## src/rtl/mdu_seq.sv

```systemverilog
// Multi-cycle multiply/divide unit holding HI/LO.
// Pipelined multiply/MAC and iterative restoring divide.
module mdu_seq #(
  parameter int DATA_WIDTH         = 32,
  parameter int MUL_STAGES         = 2,
  parameter int DIV_BITS_PER_CYCLE = 1
) (
  input  logic                  clk_i,
  input  logic                  rst_i,
  input  logic                  mdu_valid_i,
  input  logic [3:0]            mdu_op_i,
  input  logic [DATA_WIDTH-1:0] mdu_a_i,
  input  logic [DATA_WIDTH-1:0] mdu_b_i,
  input  logic                  mdu_flush_i,
  output logic [DATA_WIDTH-1:0] mdu_data_o,
  output logic                  mdu_pipeline_stall_o,
  output logic                  mdu_busy_o,
  output logic                  mdu_div_zero_o
);

  localparam int DW = DATA_WIDTH;
  localparam int W2 = 2 * DW;
  localparam int S  = MUL_STAGES;
  localparam int K  = DIV_BITS_PER_CYCLE;
  localparam int N  = DW / K;
  localparam int MS = (S > 0) ? S : 1;
  localparam int CW = $clog2(DW + 1);
  localparam logic [CW-1:0] MUL_LAST = CW'((S > 0) ? S - 1 : 0);
  localparam logic [CW-1:0] DIV_LAST = CW'(N - 1);

  localparam logic [3:0] OP_MULT  = 4'd1;
  localparam logic [3:0] OP_MULTU = 4'd2;
  localparam logic [3:0] OP_MUL   = 4'd3;
  localparam logic [3:0] OP_DIV   = 4'd4;
  localparam logic [3:0] OP_DIVU  = 4'd5;
  localparam logic [3:0] OP_MFHI  = 4'd6;
  localparam logic [3:0] OP_MFLO  = 4'd7;
  localparam logic [3:0] OP_MTHI  = 4'd8;
  localparam logic [3:0] OP_MTLO  = 4'd9;
  localparam logic [3:0] OP_MADD  = 4'd10;
  localparam logic [3:0] OP_MADDU = 4'd11;
  localparam logic [3:0] OP_MSUB  = 4'd12;
  localparam logic [3:0] OP_MSUBU = 4'd13;

  typedef enum logic [1:0] {
    ST_IDLE, ST_MUL, ST_DIV, ST_DFIX
  } state_e;

  typedef enum logic [1:0] {
    M_WR, M_ADD, M_SUB, M_GPR
  } mop_e;

  state_e state_q, state_d;
  mop_e   mop_q, mop_d, mop_op;
  logic [CW-1:0] cnt_q, cnt_d;
  logic [DW-1:0] hi_q, hi_d, lo_q, lo_d;
  logic [DW-1:0] rem_q, rem_d, quo_q, quo_d;
  logic [DW-1:0] div_q, div_d;
  logic qneg_q, qneg_d, rneg_q, rneg_d;
  logic dz_q, dz_d;
  logic [W2-1:0] prod_q [MS];
  logic [W2-1:0] prod_d [MS];

  logic sgn, is_mul, is_mac, is_div, hilo_op;
  logic a_neg, b_neg, stall, accept, busy;
  logic [DW-1:0] a_mag, b_mag, data;
  logic [W2-1:0] prod_now, prod_res, hilo;
  logic [DW-1:0] step_r, step_q;
  logic [DW:0]   step_t;

  function automatic logic [W2-1:0] mul_wb(
    input mop_e m, input logic [W2-1:0] acc, input logic [W2-1:0] p);
    case (m)
      M_ADD:   return acc + p;
      M_SUB:   return acc - p;
      default: return p;
    endcase
  endfunction

  always_comb begin
    sgn     = 1'b0;
    is_mul  = 1'b0;
    is_mac  = 1'b0;
    is_div  = 1'b0;
    hilo_op = 1'b1;
    mop_op  = M_WR;
    case (mdu_op_i)
      OP_MULT:  begin sgn = 1'b1; is_mac = 1'b1; end
      OP_MULTU: is_mac = 1'b1;
      OP_MUL:   begin sgn = 1'b1; is_mul = 1'b1; hilo_op = 1'b0; end
      OP_DIV:   begin sgn = 1'b1; is_div = 1'b1; end
      OP_DIVU:  is_div = 1'b1;
      OP_MADD:  begin sgn = 1'b1; is_mac = 1'b1; mop_op = M_ADD; end
      OP_MADDU: begin is_mac = 1'b1; mop_op = M_ADD; end
      OP_MSUB:  begin sgn = 1'b1; is_mac = 1'b1; mop_op = M_SUB; end
      OP_MSUBU: begin is_mac = 1'b1; mop_op = M_SUB; end
      OP_MFHI, OP_MFLO, OP_MTHI, OP_MTLO: hilo_op = 1'b1;
      default:  hilo_op = 1'b0;
    endcase
  end

  assign a_neg = sgn & mdu_a_i[DW-1];
  assign b_neg = sgn & mdu_b_i[DW-1];
  assign a_mag = a_neg ? -mdu_a_i : mdu_a_i;
  assign b_mag = b_neg ? -mdu_b_i : mdu_b_i;
  assign hilo  = {hi_q, lo_q};

  assign prod_now = $signed({{DW{a_neg}}, mdu_a_i})
                  * $signed({{DW{b_neg}}, mdu_b_i});
  assign prod_res = (S == 0) ? prod_now : prod_q[MS-1];

  // Free-running product pipe; only one op is ever in flight.
  always_comb begin
    prod_d[0] = prod_now;
    for (int i = 1; i < MS; i++) prod_d[i] = prod_q[i-1];
  end

  always_comb begin
    step_r = rem_q;
    step_q = quo_q;
    step_t = '0;
    for (int k = 0; k < K; k++) begin
      step_t = {step_r, step_q[DW-1]};
      step_q = {step_q[DW-2:0], 1'b0};
      if (step_t >= {1'b0, div_q}) begin
        step_t    = step_t - {1'b0, div_q};
        step_q[0] = 1'b1;
      end
      step_r = step_t[DW-1:0];
    end
  end

  assign busy = (state_q != ST_IDLE)
              & !(state_q == ST_MUL && mop_q == M_GPR);

  always_comb begin
    stall = 1'b0;
    if (mdu_valid_i) begin
      if (is_mul) begin
        if (S == 0) stall = (state_q != ST_IDLE);
        else stall = !(state_q == ST_MUL && mop_q == M_GPR
                       && cnt_q == MUL_LAST);
      end else if (hilo_op) begin
        stall = (state_q != ST_IDLE);
      end
    end
    accept = mdu_valid_i & !stall & !mdu_flush_i;
    data = '0;
    if (accept) begin
      if (mdu_op_i == OP_MFHI) data = hi_q;
      if (mdu_op_i == OP_MFLO) data = lo_q;
      if (is_mul) data = prod_res[DW-1:0];
    end
  end

  always_comb begin
    state_d = state_q;
    mop_d   = mop_q;
    cnt_d   = cnt_q;
    hi_d    = hi_q;
    lo_d    = lo_q;
    rem_d   = rem_q;
    quo_d   = quo_q;
    div_d   = div_q;
    qneg_d  = qneg_q;
    rneg_d  = rneg_q;
    dz_d    = dz_q;
    case (state_q)
      ST_IDLE: begin
        if (mdu_valid_i && !mdu_flush_i) begin
          if (is_mul) begin
            if (S == 0) {hi_d, lo_d} = prod_now;
            else begin
              state_d = ST_MUL;
              mop_d   = M_GPR;
              cnt_d   = '0;
            end
          end else if (is_mac) begin
            if (S == 0) {hi_d, lo_d} = mul_wb(mop_op, hilo, prod_now);
            else begin
              state_d = ST_MUL;
              mop_d   = mop_op;
              cnt_d   = '0;
            end
          end else if (is_div) begin
            cnt_d  = '0;
            qneg_d = a_neg ^ b_neg;
            rneg_d = a_neg;
            div_d  = b_mag;
            // Divisor 0 skips straight to the fixup with final values.
            if (mdu_b_i == '0) begin
              state_d = ST_DFIX;
              dz_d    = 1'b1;
              rem_d   = mdu_a_i;
              quo_d   = '1;
            end else begin
              state_d = ST_DIV;
              dz_d    = 1'b0;
              rem_d   = '0;
              quo_d   = a_mag;
            end
          end else if (mdu_op_i == OP_MTHI) begin
            hi_d = mdu_a_i;
          end else if (mdu_op_i == OP_MTLO) begin
            lo_d = mdu_a_i;
          end
        end
      end
      ST_MUL: begin
        if (mop_q == M_GPR) begin
          if (!mdu_valid_i || mdu_flush_i || !is_mul) begin
            state_d = ST_IDLE;
          end else if (cnt_q == MUL_LAST) begin
            state_d      = ST_IDLE;
            {hi_d, lo_d} = prod_res;
          end else begin
            cnt_d = cnt_q + 1'b1;
          end
        end else if (cnt_q == MUL_LAST) begin
          state_d      = ST_IDLE;
          {hi_d, lo_d} = mul_wb(mop_q, hilo, prod_res);
        end else begin
          cnt_d = cnt_q + 1'b1;
        end
      end
      ST_DIV: begin
        rem_d = step_r;
        quo_d = step_q;
        if (cnt_q == DIV_LAST) state_d = ST_DFIX;
        else cnt_d = cnt_q + 1'b1;
      end
      default: begin
        state_d = ST_IDLE;
        hi_d = (rneg_q && !dz_q) ? -rem_q : rem_q;
        lo_d = (qneg_q && !dz_q) ? -quo_q : quo_q;
      end
    endcase
  end

  always_ff @(posedge clk_i or posedge rst_i) begin
    if (rst_i) begin
      state_q <= ST_IDLE;
      mop_q   <= M_WR;
      cnt_q   <= '0;
      hi_q    <= '0;
      lo_q    <= '0;
      rem_q   <= '0;
      quo_q   <= '0;
      div_q   <= '0;
      qneg_q  <= 1'b0;
      rneg_q  <= 1'b0;
      dz_q    <= 1'b0;
      for (int i = 0; i < MS; i++) prod_q[i] <= '0;
    end else begin
      state_q <= state_d;
      mop_q   <= mop_d;
      cnt_q   <= cnt_d;
      hi_q    <= hi_d;
      lo_q    <= lo_d;
      rem_q   <= rem_d;
      quo_q   <= quo_d;
      div_q   <= div_d;
      qneg_q  <= qneg_d;
      rneg_q  <= rneg_d;
      dz_q    <= dz_d;
      for (int i = 0; i < MS; i++) prod_q[i] <= prod_d[i];
    end
  end

  assign mdu_data_o           = rst_i ? '0 : data;
  assign mdu_pipeline_stall_o = !rst_i & stall;
  assign mdu_busy_o           = !rst_i & busy;
  assign mdu_div_zero_o       = !rst_i & (state_q == ST_DFIX) & dz_q;

endmodule
```

## config.mk

```make
export PLATFORM = sky130hd
export DESIGN_NAME = mdu_seq
export DESIGN_NICKNAME = d
export VERILOG_FILES = /design/src/rtl/mdu_seq.sv
export SDC_FILE = /design/constraint.sdc
export NUM_CORES = 2
export LEC_CHECK = 0
export ABC_AREA = 1
export CELL_PAD_IN_SITES_DETAIL_PLACEMENT = 0
export CELL_PAD_IN_SITES_GLOBAL_PLACEMENT = 1
export CORE_ASPECT_RATIO = 0.75
export CORE_UTILIZATION = 45
export CTS_BUF_LIST = sky130_fd_sc_hd__clkbuf_2 sky130_fd_sc_hd__clkbuf_4 sky130_fd_sc_hd__clkbuf_8
export CTS_CLUSTER_DIAMETER = 60
export DETAILED_ROUTE_END_ITERATION = 6
export PLACE_DENSITY = 0.83
export SETUP_SLACK_MARGIN = 0.2
export SYNTH_ARGS = -nofsm -noshare
export SYNTH_HDL_FRONTEND = slang
export SYNTH_SLANG_ARGS = --single-unit
export TNS_END_PERCENT = 5
```

## constraint.sdc

```tcl
create_clock -name clk_i -period 39.2 [get_ports clk_i]
set_input_delay 9.8 -clock clk_i [delete_from_list [all_inputs] [get_ports clk_i]]
set_output_delay 9.8 -clock clk_i [all_outputs]
set_load 0.005 [all_outputs]
```

==> results_dict.tcl <==
set metrics [dict create \
    crit_top_cell "inv_1" \
    tightestPinTransition_ns 1.46 \
    crit_type "input pin to output pin" \
    portBuffers 106 \
    clk_pin_slew_ns 0.06 \
    cp_num_cells 13 \
    fp.dieW_um 446 \
    layout_min_cycle_time_ns 22.50 \
    worst-path-buf-inv 7 \
    grt_util_met1_pct 51.5 \
    clockBufferDepth 3 \
    ys_ff_latch 301 \
    die-area_sq_um 149000 \
    slowest_stage "clkdlybuf4s50_1" \
    cp-endpoint "mdu_data_o[0]" \
    cp.arrival_ns 12.70 \
    grt_first_pass_wirelength_mm 395 \
    synth_edf_count 0 \
    grt_use_total_pct 35.7 \
    reg2reg_to "hi_q[25]" \
    grt_max_degree 97 \
    r2r_slack_ns 32.39 \
    post-route-period-util_pct 57.4 \
    cts_sinks 301 \
    yosysTopAreaCell "fa_1" \
    yosys-top-cells-area "fa_1 34%, nand2_1 14%, inv_1 13%" \
    reg2reg_depth 23 \
    yosysWarnings 0 \
    worstSetupEndpointType "output pin" \
    cts_tree "yes" \
    setup-violations-final 0 \
    hp-class "flip-flop to flip-flop" \
    layout-drive-gt1-share_pct 3.22 \
    cts_setup_buffers 0 \
    crit_path_max_fanout 66 \
    firstDrtPassIters 7 \
    yosysSeqAreaShare_pct 11.3 \
    cp.required_ns 29.40 \
    placementRows 121 \
    synth.cells.most_frequent "2501 x nand2_1, 2236 x inv_1, 1127 x fa_1, 699 x nor2_1, 353 x o21ai_0" \
    critPathLaunchType "input pin" \
    remaining_drc_errors 29 \
    gr-usage-met3_pct 12.5 \
    ys_types 54 \
    hpwl_mm 207 \
    drtIter0Drc 6996 \
    die_h_um 335 \
    globalRouteOverflowTotal 0 \
    antenna_found_initial 11 \
    syn_to_final_growth_pct 5.76 \
    cp_top_family "buffers and inverters" \
    cp-startpoint "mdu_op_i[0]" \
    finalMaxSlewViolations 0 \
    syn-num-nets 10800 \
    io_pins 107 \
    r2r_start "prod_res[1]" \
    yosysMostFrequentCell "nand2_1" \
    maxSlewHeadroom_pct 1.38 \
    clock-root-buffer "clkbuf_8" \
    netlist_area_sq_um 66400 \
    violations "DRC, capacitance limit" \
    clk-insertion-delay-late_ns 0.72 \
    cts_resized 0 \
    final.setup.tns_ns 0 \
    rsz0062_at_grt "no" \
    synth_cells 9307 \
    start_util_pct 45.6 \
    cts_buffers 55 \
    antenna_left 0 \
    grt_pass1_vias 61600 \
    wl_mm 264 \
    yosys_most_used_dff "dfrtp_1" \
    grt_busiest_layer "met1" \
    groute.layer.met2.usage_pct 50.5 \
    outcome "finished with violations" \
    max-cap-violations 1 \
    ctsHoldBuffers 0 \
    hold_viol 0 \
    cts_max_level 2 \
    final_nets 10700 \
    avgSynthCellArea_sq_um 7.14 \
    vias 61200 \
    synth_top_cell_area_share_pct 34.0 \
    fmax_mhz 44.4 \
    viasPerCell 5.47 \
    synthArstFlopShare_pct 100 \
    skew_ns 0.115 \
    place_congestion 1.12 \
    crit_chain "clkdlybuf4s50_1 -> nand2_1 -> inv_1 -> nand2_1 -> buf_4 -> inv_1 -> o21ai_0 -> o21ai_0 -> inv_1 -> nand3_1 -> buf_4 -> a31oi_1 -> clkdlybuf4s50_1" \
    post_drt_wl_per_cell_um 23.6 \
    cp_slowest_stage_delay_ns 0.65 \
    core_area_sq_um 146000 \
]
cells in the final DEF, fill, tap and decap left out, types with 12 or more instances in the layout:
cell type | Yosys | final
nor4_1 | 27 | 27
o22ai_1 | 19 | 19
dfrtp_1 | 301 | 301
o31ai_1 | 12 | 12
a21o_1 | 17 | 17
clkbuf_8 | 0 | 67
nor3_1 | 68 | 67
ha_1 | 322 | 321
nor2_1 | 699 | 695
or2_2 | 18 | 18
xnor2_1 | 53 | 53
o21ai_0 | 353 | 353
a21boi_0 | 44 | 44
o21bai_1 | 30 | 30
a21oi_1 | 318 | 317
buf_4 | 6 | 104
nand4_1 | 100 | 100
clkdlybuf4s50_1 | 0 | 71
nand2_1 | 2501 | 2501
a31oi_1 | 33 | 33
xor2_1 | 169 | 169
o211ai_1 | 28 | 28
fa_1 | 1127 | 1127
buf_2 | 35 | 35
inv_1 | 2236 | 2234
nand3_1 | 338 | 337
per-layer routing:
| metal | routed length (um) | vias to the layer above |
|---|---|---|
| met5 | 330 | - |
| met4 | 7300 | 6 |
| met3 | 35200 | 435 |
| met2 | 106000 | 3381 |
| met1 | 115000 | 30100 |
| li1 | - | 27300 |
sequential cells by signal, summed over array words and instances, names as in the netlist:
signal    count
cnt_q         6
div_q        32
dz_q          1
hi_q         32
lo_q         32
mop_q         2
prod_d       64
prod_res     64
qneg_q        1
quo_q        32
rem_q        32
rneg_q        1
state_q       2
layout make-up:
cell class                      instances  area [sq um]
Fill cell                           14800         75500
Multi-Input combinational cell       6366         48900
Inverter                             2249          8450
Sequential cell                       301          7530
Tap cell                             1968          2460
Timing Repair Buffer                  210          1670
Clock buffer                           77           997
Clock inverter                         21           210
Antenna cell                           10          25.0
per-stage QoR:
stage,instances,instance area [sq um],worst slack (ns),utilization [%],hold slack [ns]
floorplan,9307,66400,11.93,-,0.331
CTS,11200,70200,16.71,48.2,0.295
detailed placement,11100,69000,16.72,47.3,0.335
finish,11200,70200,16.70,48.2,0.300
global route,11200,70200,16.47,48.2,0.318
global placement,11100,69000,16.70,47.3,0.335
worst min path at each step:
| stage | from | endpoint | slack [ns] | depth (start not counted) |
|---|---|---|---|---|
| 3_3_place_gp | prod_d[15] | prod_res[15] | 0.34 | 0 |
| 3_5_place_dp | prod_d[5] | prod_res[5] | 0.33 | 0 |
| 4_1_cts | prod_d[33] | prod_res[33] | 0.30 | 0 |
| 6_report | prod_d[33] | prod_res[33] | 0.30 | 0 |
| 5_1_grt | prod_d[33] | prod_res[33] | 0.32 | 0 |
| 2_1_floorplan | prod_d[0] | prod_res[0] | 0.33 | 0 |
logic make-up after synthesis:
kind of cell    share of synthesized area (%)
compound gates                           7.42
xor+xnor                                 2.93
fa+ha+maj                                40.0
buf+inv                                  15.1
flops                                    11.3
simple gates                             23.2
Power is not shown: default switching activity piles up to over one toggle a cycle in this logic, so the estimate is an artifact.
